[src/rtl/shared_pkg.sv]
// Shared UART types and constants: FSM state encoding, data width and
// the parity mode encoding used by both the transmitter and receiver.
package shared_pkg;

  localparam int DATA_WIDTH = 8;

  typedef enum logic [2:0] {
    IDLE   = 3'd0,
    START  = 3'd1,
    DATA   = 3'd2,
    PARITY = 3'd3,
    STOP   = 3'd4,
    DONE   = 3'd5
  } uart_states_e;

  typedef enum logic [1:0] {
    NONE  = 2'd0,
    MODE1 = 2'd1,
    MODE2 = 2'd2
  } parity_mode_e;

  // MODE1 carries the inverted XOR of the data, MODE2 the plain XOR.
  function automatic logic expected_parity(input logic [DATA_WIDTH-1:0] data,
                                           input parity_mode_e mode);
    logic p;
    p = ^data;
    case (mode)
      MODE1:   return ~p;
      MODE2:   return p;
      default: return 1'b0;
    endcase
  endfunction

endpackage

[src/rtl/uart_rx_sync_bit.sv]
// Multi-flop synchroniser for a single asynchronous bit with a
// configurable reset value (idle-high lines reset to 1).
module sync_bit #(
  parameter int   STAGES    = 2,
  parameter logic RESET_VAL = 1'b1
) (
  input  logic clk,
  input  logic rst_n,
  input  logic d,
  output logic q
);

  logic [STAGES-1:0] sync_r;

  // Shift chain; only the last stage leaves this module.
  always_ff @(posedge clk) begin
    if (!rst_n) begin
      sync_r <= {STAGES{RESET_VAL}};
    end else begin
      sync_r <= {sync_r[STAGES-2:0], d};
    end
  end

  assign q = sync_r[STAGES-1];

endmodule

[src/rtl/uart_rx.sv]
// UART receiver: synchronises the line, reassembles start/data/parity/stop
// frames and hands each word over a valid/ready interface with error flags.
module uart_rx
  import shared_pkg::*;
#(
  parameter int PARITY_EN    = 0,
  parameter int STOP_BITS    = 1,
  parameter int CLKS_PER_BIT = 1,
  parameter int SYNC_STAGES  = 2
) (
  input  logic                  clk,
  input  logic                  rst_n,
  input  logic                  rx,
  output logic [DATA_WIDTH-1:0] rx_data,
  output logic                  rx_valid,
  input  logic                  rx_ready,
  output logic                  parity_err,
  output logic                  frame_err,
  output logic                  overrun_err
);

  localparam int HALF = (CLKS_PER_BIT - 1) / 2;
  localparam int TW   = (CLKS_PER_BIT > 1) ? $clog2(CLKS_PER_BIT) : 1;
  localparam int BW   = $clog2(DATA_WIDTH) + 1;

  localparam logic [TW-1:0] TMR_ZERO   = {TW{1'b0}};
  localparam logic [TW-1:0] TMR_ONE    = TW'(1);
  localparam logic [TW-1:0] TMR_RELOAD = TW'(CLKS_PER_BIT - 1);
  localparam logic [TW-1:0] TMR_HALF   = TW'((HALF > 0) ? (HALF - 1) : 0);
  localparam logic [BW-1:0] BIT_ZERO   = {BW{1'b0}};
  localparam logic [BW-1:0] BIT_ONE    = BW'(1);
  localparam logic [BW-1:0] LAST_DATA  = BW'(DATA_WIDTH - 1);
  localparam logic [BW-1:0] LAST_STOP  = BW'(STOP_BITS - 1);
  localparam parity_mode_e  PMODE      = parity_mode_e'(2'(PARITY_EN));

  uart_states_e          state_r, state_s;
  logic [TW-1:0]         tmr_r, tmr_s;
  logic [BW-1:0]         bit_r, bit_s;
  logic [DATA_WIDTH-1:0] shreg_r, shreg_s;
  logic                  perr_pend_r, perr_pend_s;
  logic                  ferr_pend_r, ferr_pend_s;
  logic                  armed_r, armed_s;
  logic [DATA_WIDTH-1:0] rx_data_s;
  logic                  rx_valid_s;
  logic                  parity_err_s;
  logic                  frame_err_s;
  logic                  overrun_err_s;
  logic                  rxs_s;

  sync_bit #(
    .STAGES    (SYNC_STAGES),
    .RESET_VAL (1'b1)
  ) u_sync (
    .clk   (clk),
    .rst_n (rst_n),
    .d     (rx),
    .q     (rxs_s)
  );

  // Next-state, datapath and handshake logic for the receive FSM.
  always_comb begin
    state_s       = state_r;
    tmr_s         = tmr_r;
    bit_s         = bit_r;
    shreg_s       = shreg_r;
    perr_pend_s   = perr_pend_r;
    ferr_pend_s   = ferr_pend_r;
    armed_s       = armed_r;
    rx_data_s     = rx_data;
    rx_valid_s    = rx_valid;
    parity_err_s  = parity_err;
    frame_err_s   = frame_err;
    overrun_err_s = 1'b0;

    case (state_r)
      // A start edge counts only after the line has been seen high, so a
      // stuck-low line produces a single framed word rather than a stream.
      IDLE: begin
        if (rxs_s) begin
          armed_s = 1'b1;
        end else if (armed_r) begin
          armed_s     = 1'b0;
          perr_pend_s = 1'b0;
          ferr_pend_s = 1'b0;
          bit_s       = BIT_ZERO;
          if (HALF == 0) begin
            state_s = DATA;
            tmr_s   = TMR_RELOAD;
          end else begin
            state_s = START;
            tmr_s   = TMR_HALF;
          end
        end else begin
          armed_s = 1'b0;
        end
      end

      START: begin
        if (tmr_r == TMR_ZERO) begin
          if (rxs_s) begin
            state_s = IDLE;
          end else begin
            state_s = DATA;
            tmr_s   = TMR_RELOAD;
          end
        end else begin
          tmr_s = tmr_r - TMR_ONE;
        end
      end

      // Right shift so the first (LSB) sample ends up in bit 0.
      DATA: begin
        if (tmr_r == TMR_ZERO) begin
          tmr_s   = TMR_RELOAD;
          shreg_s = {rxs_s, shreg_r[DATA_WIDTH-1:1]};
          if (bit_r == LAST_DATA) begin
            bit_s   = BIT_ZERO;
            state_s = (PMODE != NONE) ? PARITY : STOP;
          end else begin
            bit_s = bit_r + BIT_ONE;
          end
        end else begin
          tmr_s = tmr_r - TMR_ONE;
        end
      end

      PARITY: begin
        if (tmr_r == TMR_ZERO) begin
          tmr_s       = TMR_RELOAD;
          perr_pend_s = (rxs_s != expected_parity(shreg_r, PMODE));
          state_s     = STOP;
        end else begin
          tmr_s = tmr_r - TMR_ONE;
        end
      end

      STOP: begin
        if (tmr_r == TMR_ZERO) begin
          tmr_s = TMR_RELOAD;
          if (!rxs_s) begin
            ferr_pend_s = 1'b1;
          end else begin
            ferr_pend_s = ferr_pend_r;
          end
          if (bit_r == LAST_STOP) begin
            bit_s   = BIT_ZERO;
            state_s = DONE;
          end else begin
            bit_s = bit_r + BIT_ONE;
          end
        end else begin
          tmr_s = tmr_r - TMR_ONE;
        end
      end

      // A word still waiting to be taken wins; the new one is dropped.
      DONE: begin
        state_s = IDLE;
        if (!rx_valid || rx_ready) begin
          rx_data_s    = shreg_r;
          rx_valid_s   = 1'b1;
          parity_err_s = perr_pend_r;
          frame_err_s  = ferr_pend_r;
        end else begin
          overrun_err_s = 1'b1;
        end
      end

      default: begin
        state_s = IDLE;
      end
    endcase

    if ((state_r != DONE) && rx_valid && rx_ready) begin
      rx_valid_s = 1'b0;
    end else begin
      rx_valid_s = rx_valid_s;
    end
  end

  // State, datapath and output registers.
  always_ff @(posedge clk) begin
    if (!rst_n) begin
      state_r     <= IDLE;
      tmr_r       <= TMR_ZERO;
      bit_r       <= BIT_ZERO;
      shreg_r     <= {DATA_WIDTH{1'b0}};
      perr_pend_r <= 1'b0;
      ferr_pend_r <= 1'b0;
      armed_r     <= 1'b0;
      rx_data     <= {DATA_WIDTH{1'b0}};
      rx_valid    <= 1'b0;
      parity_err  <= 1'b0;
      frame_err   <= 1'b0;
      overrun_err <= 1'b0;
    end else begin
      state_r     <= state_s;
      tmr_r       <= tmr_s;
      bit_r       <= bit_s;
      shreg_r     <= shreg_s;
      perr_pend_r <= perr_pend_s;
      ferr_pend_r <= ferr_pend_s;
      armed_r     <= armed_s;
      rx_data     <= rx_data_s;
      rx_valid    <= rx_valid_s;
      parity_err  <= parity_err_s;
      frame_err   <= frame_err_s;
      overrun_err <= overrun_err_s;
    end
  end

endmodule

[config.mk]
export PLATFORM = sky130hd
export DESIGN_NAME = uart_rx
export DESIGN_NICKNAME = d
export VERILOG_FILES = /design/src/rtl/shared_pkg.sv /design/src/rtl/uart_rx_sync_bit.sv /design/src/rtl/uart_rx.sv
export SDC_FILE = /design/constraint.sdc
export NUM_CORES = 1
export LEC_CHECK = 0
export ABC_AREA = 1
export CAP_MARGIN = 20
export CORE_MARGIN = 1.5
export CORE_UTILIZATION = 50
export DETAILED_ROUTE_END_ITERATION = 12
export PLACE_DENSITY = 0.71
export SYNTH_ARGS = -nofsm -noshare
export SYNTH_HDL_FRONTEND = slang
export SYNTH_SLANG_ARGS = --single-unit
[constraint.sdc]
create_clock -name clk -period 1.5 [get_ports clk]
set_input_delay 0.15 -clock clk [delete_from_list [all_inputs] [get_ports clk]]
set_output_delay 0.15 -clock clk [all_outputs]
set_load 0.02 [all_outputs]
==> results of run 1 <==
power groups by stage:
stage	clock [mW]	combinational, mW	sequential [mW]
floorplan	0	0.363	0.971
global placement	0	0.423	0.988
detailed placement	0	0.433	0.990
CTS	0.653	0.438	0.970
global route	0.686	0.490	0.983
finish	0.629	0.433	0.971
cell type report:
cell class	instances	share of cell area, %
Sequential cell	32	39.5
Multi-Input combinational cell	114	36.8
Timing Repair Buffer	20	11.9
Inverter	20	4.71
Clock buffer	6	2.55
Tap cell	30	2.32
Clock inverter	2	2.16
cell families (layout without fill, tap and decap cells):
group / count (synthesis) / after routing / share of synthesized area [%]
simple gates: 74 / 74 / 27.4
compound gates: 38 / 38 / 14.8
flops: 32 / 32 / 47.3
buf+inv: 25 / 48 / 8.68
fa+ha+maj: 2 / 2 / 1.85
per-layer routing:
metal / wire [µm] / vias to the layer above
met4: 55 / 0
li1: - / 593
met5: 0 / -
met2: 1090 / 19
met1: 1320 / 478
met3: 82 / 8
flip-flops by register name, indices dropped and copies added (netlist names), 2 cells and up:
register and cells:
shreg_r 8, bit_r 4, state_r 3, rx_data 8, u_sync.sync_r 2
path summary, 6_finish.rpt:
check | cells past startpoint | end
worst max-delay path | 1 | parity_err
worst min-delay path | 2 | u_sync.sync_r[0]
worst max register to register | 5 | rx_data[3]
worst min register to register | 1 | u_sync.sync_r[1]
cell usage after synthesis (all sizes together):
library cell	number
nand3	9
a31oi	2
inv	18
or2	2
clkinv	2
dfxtp	32
o21ai	15
nand2	34
nor2	24
ha	2
nor3	3
clkbuf	2
a21oi	21
buf	3
nand4	2
what timing repair did:
action,CTS,global route
gates resized for setup,0,2
hold endpoints to repair,0,0
endpoints found under the setup margin,0,2
hold buffers,0,0
==> results by stage, run 1 <==
Critical path:
- The start point of the critical path is parity_err.
- On the critical path the largest part of the delay comes from buffers and inverters.
- The sort of element at the start of the critical path is a flop.
- The critical path's largest stage delay is a little over 0.6 ns.
- In this run the critical register-to-register path is launched from state_r[2].
- Traced cell by cell, the critical path runs through clkdlybuf4s50_1.
- For the worst setup path, the data required time is 1.35 ns.
- On the critical path, the stage with the largest delay is an instance of clkdlybuf4s50_1.
- The worst setup path is of the reg -> out kind.
- The number of buffers and inverters on the critical path is 1.
- The maximum fanout count along the critical path is 2.
- The endpoint arrival time on the critical path is 1.31 ns.
- The worst-case register-to-register setup slack is 0.23 ns.
- The worst setup path is captured at an output pin.

Logic synthesis:
- The distinct cell type count of the synthesized netlist is 25.
- The number of synthesized register bits is 32.
- The post-synthesis average cell area is 7.92 µm².
- The top cell type's share of synthesized area is 47.3%.
- Synthesis produced 171 cells.
- The sequential share of the synthesized area is 47.3%.
- In the post-synthesis netlist, the biggest area contributors are dfxtp_1 (47%), nand2_1 (8.0%), a21oi_1 (7.4%).
- Of all cell types, the one taking the most synthesized area is dfxtp_1.
- The cell area that synthesis handed to floorplanning was ~1400 µm².
- The count of yosys warnings during synthesis is 0.
- The number of nets in the synthesized netlist is 177.

Cells and area:
- The repair_antennas step left the layout with diodes totalling 0.
- Cells fill 64.2% of the core in the end.
- The number of filler instances in the final layout is 233.
- The net count reported at finish is between 150 and 200.
- The non-filler instance count after layout is 224.
- Leaving out fill and tap cells, the most frequent cells in the layout are dfxtp_1 (32), nand2_1 (29), nor2_1 (21).
- Registers take ~640 µm².
- The summed area of non-filler cells in the final layout is 1620 µm².
- The share of cells above drive strength 1 is between 15 and 20%.
- The most common cell after layout, fill and taps aside is dfxtp_1.
- The area taken by multi-input logic gates is 597 µm².
- The signed area change from the synthesized netlist to the final layout is 19.6%.

Timing:
- On the final layout, the worst clock skew is 0.0140 ns.
- The number of pins exceeding their max-slew limit in the final report is 0.
- Setup violations remaining at the end of the flow were counted as 0.
- Setup repair after global routing left no endpoint under its margin.
- Timing would allow up to 0.683 GHz.
- The hold violation total from the final report was 0.
- The post-route worst hold slack is 0.392 ns.
- The headroom to the max-slew limit is 78.0%.
- The measured slew at the worst slew-check pin is 0.329 ns.
- The smallest clock period supported by the final layout is computed as between 1 and 1.5 ns.
- After routing, the total negative slack on setup checks comes to 0 ns.
- Dividing the final minimum period by the clock period gives 97.5%.
- In the post-route analysis, the smallest setup slack over all paths is 0.0368 ns.

Power:
- The net load switching power is between 0.6 and 0.7 mW.
- The share of total power consumed by net switching is about 30%.
- The proportion of power drawn by the clock network is 30.9%.
- The power density normalized to cell area is 1250 nW/µm².
- Combinational cells account for 21.3% of the total power.
- The maximum VDD drop is 1260 µV.
- The relative contribution of sequential cells to total power is 47.8%.
- The total internal power is 1.43 mW.
- The total power of the final layout is just over 2 mW.
- The static leakage is slightly above 0.7 nW.

GRT:
- Global routing used 19.9% of the available tracks across all layers.
- The initial antenna violation count is 0.
- After global routing the overflow that remains totals 0.
- The wire length of the first global-routing pass is 4110 µm.
- Global routing used slightly below 30% of the available met2 tracks.
- After global routing, the most crowded layer is met2.
- The number of global-route vias before repair is 979.
- The pin count of the biggest net entering global routing is 15.
- The met1 routing resource usage after global routing is 25.9%.
- For met3 alone, demand over resource in global routing was 5.65%.

Clock tree:
- CTS placed an instance of clkbuf_4 at the clock tree root.
- The clock buffer count from CTS is 5.
- The TritonCTS clock tree is done.
- The later-pin clock latency in the skew report is around 0.33 ns.
- The CTS H-tree depth is 2.
- The clock transition at the registers of the reported paths is around 0.10 ns.
- The total clock sinks is 32.
- The number of buffers on the longest clock path is 2.
- In this run the post-CTS setup repair buffer count came out at 0.

Die:
- The die covers 3030 µm².
- In this run the core area contains 18 standard-cell rows.
- The vertical extent of the die is 55.1 µm.
- In this run the standard cell core region covers 2520 µm².
- In this run the count of I/O pins placed on the die edge is 16.
- The starting density of the core is 53.7%.
- In this run the horizontal extent of the chip is about 55 µm.

Route:
- The remaining number of nets flagged by the antenna check after routing is 0.
- In the routed design, unresolved DRC markers number 0.
- The count of TritonRoute iterations in the first routing pass is 4.
- In the final routed layout, each cell accounts on average for 11.4 µm.
- For this block, the initial DRC count from the detailed router was 17.
- The total wire length after detailed routing is 2540 µm.
- The final route contains 1,098 vias.
- The average via count per standard cell is a little under 5.

Place:
- The pre-CTS setup slack is 0.0954 ns.
- The number of buffers inserted by port buffering is 15.
- In this run the cell area measured after placement is 1540 µm².
- The HPWL after detailed placement is ~1900 µm.
- The number of placed instances with taps included is ~220.
- At the end of routability-driven placement, the weighted congestion stood at 0.847.

Hold path:
- The worst hold-check path type is in -> reg.
- The launch point of the worst hold path is rx.

Status:
- The flow ran to the end, and the final reports show no timing, DRC or antenna violations.

Run:
- Across the run, the number of max-cap violations was 0.
Note: power is estimated with default switching activity, not from simulation.
==> run 2, diff against run 1 <==
Settings changed: CTS_BUF_LIST from default to sky130_fd_sc_hd__clkbuf_8.
==> results by stage, run 2 (synthesized netlist as in run 1, its figures left out) <==
Status:
- The run finished with clean final reports.

GRT:
- The overall global routing resource usage is 20.4% (+0.46 points).
- The pin count of the biggest net entering global routing is 15 (unchanged).
- The initial antenna violation count is 0 (unchanged).
- The total global routing overflow was 0 (unchanged).
- The number of global-route vias before repair is 991 (+1.2%).
- The wire length of the first global-routing pass is 4180 µm (+1.9%).

Critical path:
- On the critical path, the stage with the largest delay is an instance of clkdlybuf4s50_1.
- The sort of element at the start of the critical path is a flop.
- The path type of the worst setup path is reg -> out.
- The maximum fanout count along the critical path is 2 (unchanged).
- The endpoint arrival time on the critical path is 1.25 ns (-0.06 ns).
- The combined buffer and inverter count along the critical path is 1 (unchanged).
- Traced cell by cell, the critical path runs through clkdlybuf4s50_1.
- The worst path required time is 1.35 ns (about the same).
- The critical path's largest stage delay is 0.61 ns (about the same).
- The worst setup path is captured at an output pin.
- The cell family contributing the most delay on the critical path is buffers and inverters.

Clock tree:
- The clock transition at the registers of the reported paths came to 0.07 ns (-0.03 ns).
- The total clock sinks is 32 (unchanged).
- The TritonCTS clock tree is done.
- The number of cells upsized or downsized after cts is 0 (unchanged).
- The number of buffers on the longest clock path came to 2 (unchanged).
- The post-CTS setup repair buffer count came to 0 (unchanged).
- The later-pin clock latency in the skew report came to 0.28 ns (-0.05 ns).
- The number of hold buffers added after cts came to 0 (unchanged).
- The clock buffer count from CTS is 5 (unchanged).
- The CTS H-tree depth came to 2 (unchanged).
- Clock tree synthesis selected as its root buffer the cell clkbuf_8.

Die:
- The horizontal die dimension was 55.1 µm (unchanged).
- The starting density of the core came to 53.7% (unchanged).
- The overall die area is 3030 µm² (unchanged).
- The number of placed I/O pins is 16 (unchanged).
- The standard cell core area is 2520 µm² (unchanged).
- The number of core rows was 18 (unchanged).
- The vertical extent of the die is 55.1 µm (unchanged).

Power:
- The maximum VDD drop was 1270 µV (+0.62%).
- The power density normalized to cell area is 1330 nW/µm² (+6.2%).
- The static leakage was 0.688 nW (-2.9%).

Route:
- The violation count after the first detailed-route iteration was 16 (-1).
- The detailed router used layers up to and including met4.
- The remaining number of nets flagged by the antenna check after routing is 0 (unchanged).
- The total wire length after detailed routing is 2550 µm (+0.31%).
- The met2 layer wire length in the routed design was 1100 µm (+1.4%).
- The total via count after detailed routing was 1,101 (+0.27%).
- The met1 layer wirelength in the final routing is 1300 µm (-1.4%).
- The count of TritonRoute iterations in the first routing pass is 4 (unchanged).
- The length of routed met3 wiring was 96 µm (+17%).
- The routed length per instance was 11.4 µm (+0.31%).
- The average via count per standard cell is 4.92 (+0.27%).
- The total DRC errors in the routed layout was 0 (unchanged).

Cells and area:
- The area growth from synthesis to layout is 21.5%.
- The most common cell after layout, fill and taps aside is dfxtp_1.
- The net count reported at finish is 199 (unchanged).
- In the layout the commonest cells are dfxtp_1 (32), nand2_1 (29), nor2_1 (21).
- The number of antenna repair diodes was 0 (unchanged).
- The share of cells above drive strength 1 is 16.0% (unchanged).
- In the final layout, the registers with the most flip-flops are rx_data x8, shreg_r x8, bit_r x4.
- The utilization after layout is 65.3% (+1.0 points).

Timing:
- The largest clock skew in the final design is 0.00833 ns (-0.00565 ns).
- The count of final setup violators was 0 (unchanged).
- The post-layout minimum cycle time is 1.40 ns (-0.0670 ns).
- Setup repair after global routing left no endpoint under its margin.
- The number of pins exceeding their max-slew limit in the final report was 0 (unchanged).
- The measured slew at the worst slew-check pin is 0.329 ns (-0.000257 ns).
- The maximum clock frequency is 0.716 GHz (+4.8%).
- The accumulated negative setup slack was 0 ns (unchanged).
- The post-route clock period utilization is 93.1% (-4.5 points).
- The headroom to the max-slew limit is 78.0% (about the same).
- The hold violation total from the final report is 0 (unchanged).

Place:
- The number of buffers inserted by port buffering came to 15 (unchanged).
- The final estimated routing congestion in global placement is 0.847 (unchanged).
- The HPWL after detailed placement is 1870 µm (unchanged).

Hold path:
- The tightest min-delay check is of the reg -> reg type.

Run:
- The number of maximum-capacitance violations is 0 (unchanged).
[run 2: changes by cell type in the layout (fill, tap and decap cells not counted), sizes merged]
| cell | change |
|---|---|
| clkbuf | -1 |
| clkdlybuf4s50 | +2 |
| dlymetal6s2s | -2 |
| inv | +1 |
[run 2: through the flow]
step | area (µm²) | instances | setup slack [ns] | power (mW) | hold slack [ns]
global placement | 1540 | 216 | 0.163 | 1.41 | 0.399
floorplan | 1360 | 171 | 0.367 | 1.33 | 0.257
finish | 1650 | 224 | 0.104 | 2.19 | 0.433
global route | 1650 | 224 | 0.0526 | 2.32 | 0.448
CTS | 1650 | 224 | 0.0925 | 2.21 | 0.440
detailed placement | 1540 | 216 | 0.0954 | 1.42 | 0.415
[run 2: path summary, 6_finish.rpt]
kind,startpoint,end,slack [ns],depth (start not counted)
setup / recovery,parity_err,parity_err,0.10,1
hold reg to reg,u_sync.sync_r[0],u_sync.sync_r[1],0.43,1
setup reg to reg,state_r[2],rx_data[3],0.24,5
hold / removal,u_sync.sync_r[0],u_sync.sync_r[1],0.43,1
[run 2: final cells by class]
type | instances | area (µm²)
inverters | 20 | 76.3
clock buffers | 5 | 68.8
well taps | 30 | 37.5
repair buffers | 20 | 188
clock inverters | 3 | 38.8
flip-flops and latches | 32 | 641
multi-input cells | 114 | 597
fillers | 231 | 876
[run 2: report_power, final]
| part | internal, mW | total [mW] | switching [mW] |
|---|---|---|---|
| registers | 0.920 | 0.973 | 0.0531 |
| clock network | 0.485 | 0.787 | 0.301 |
| logic | 0.157 | 0.435 | 0.277 |
| total | 1.56 | 2.19 | 0.632 |
[run 2: routing by layer]
layer	vias to the layer above	track usage [%]
li1	591	-
met5	-	0
met2	20	30.0
met3	8	6.45
met1	482	26.4
met4	0	11.0
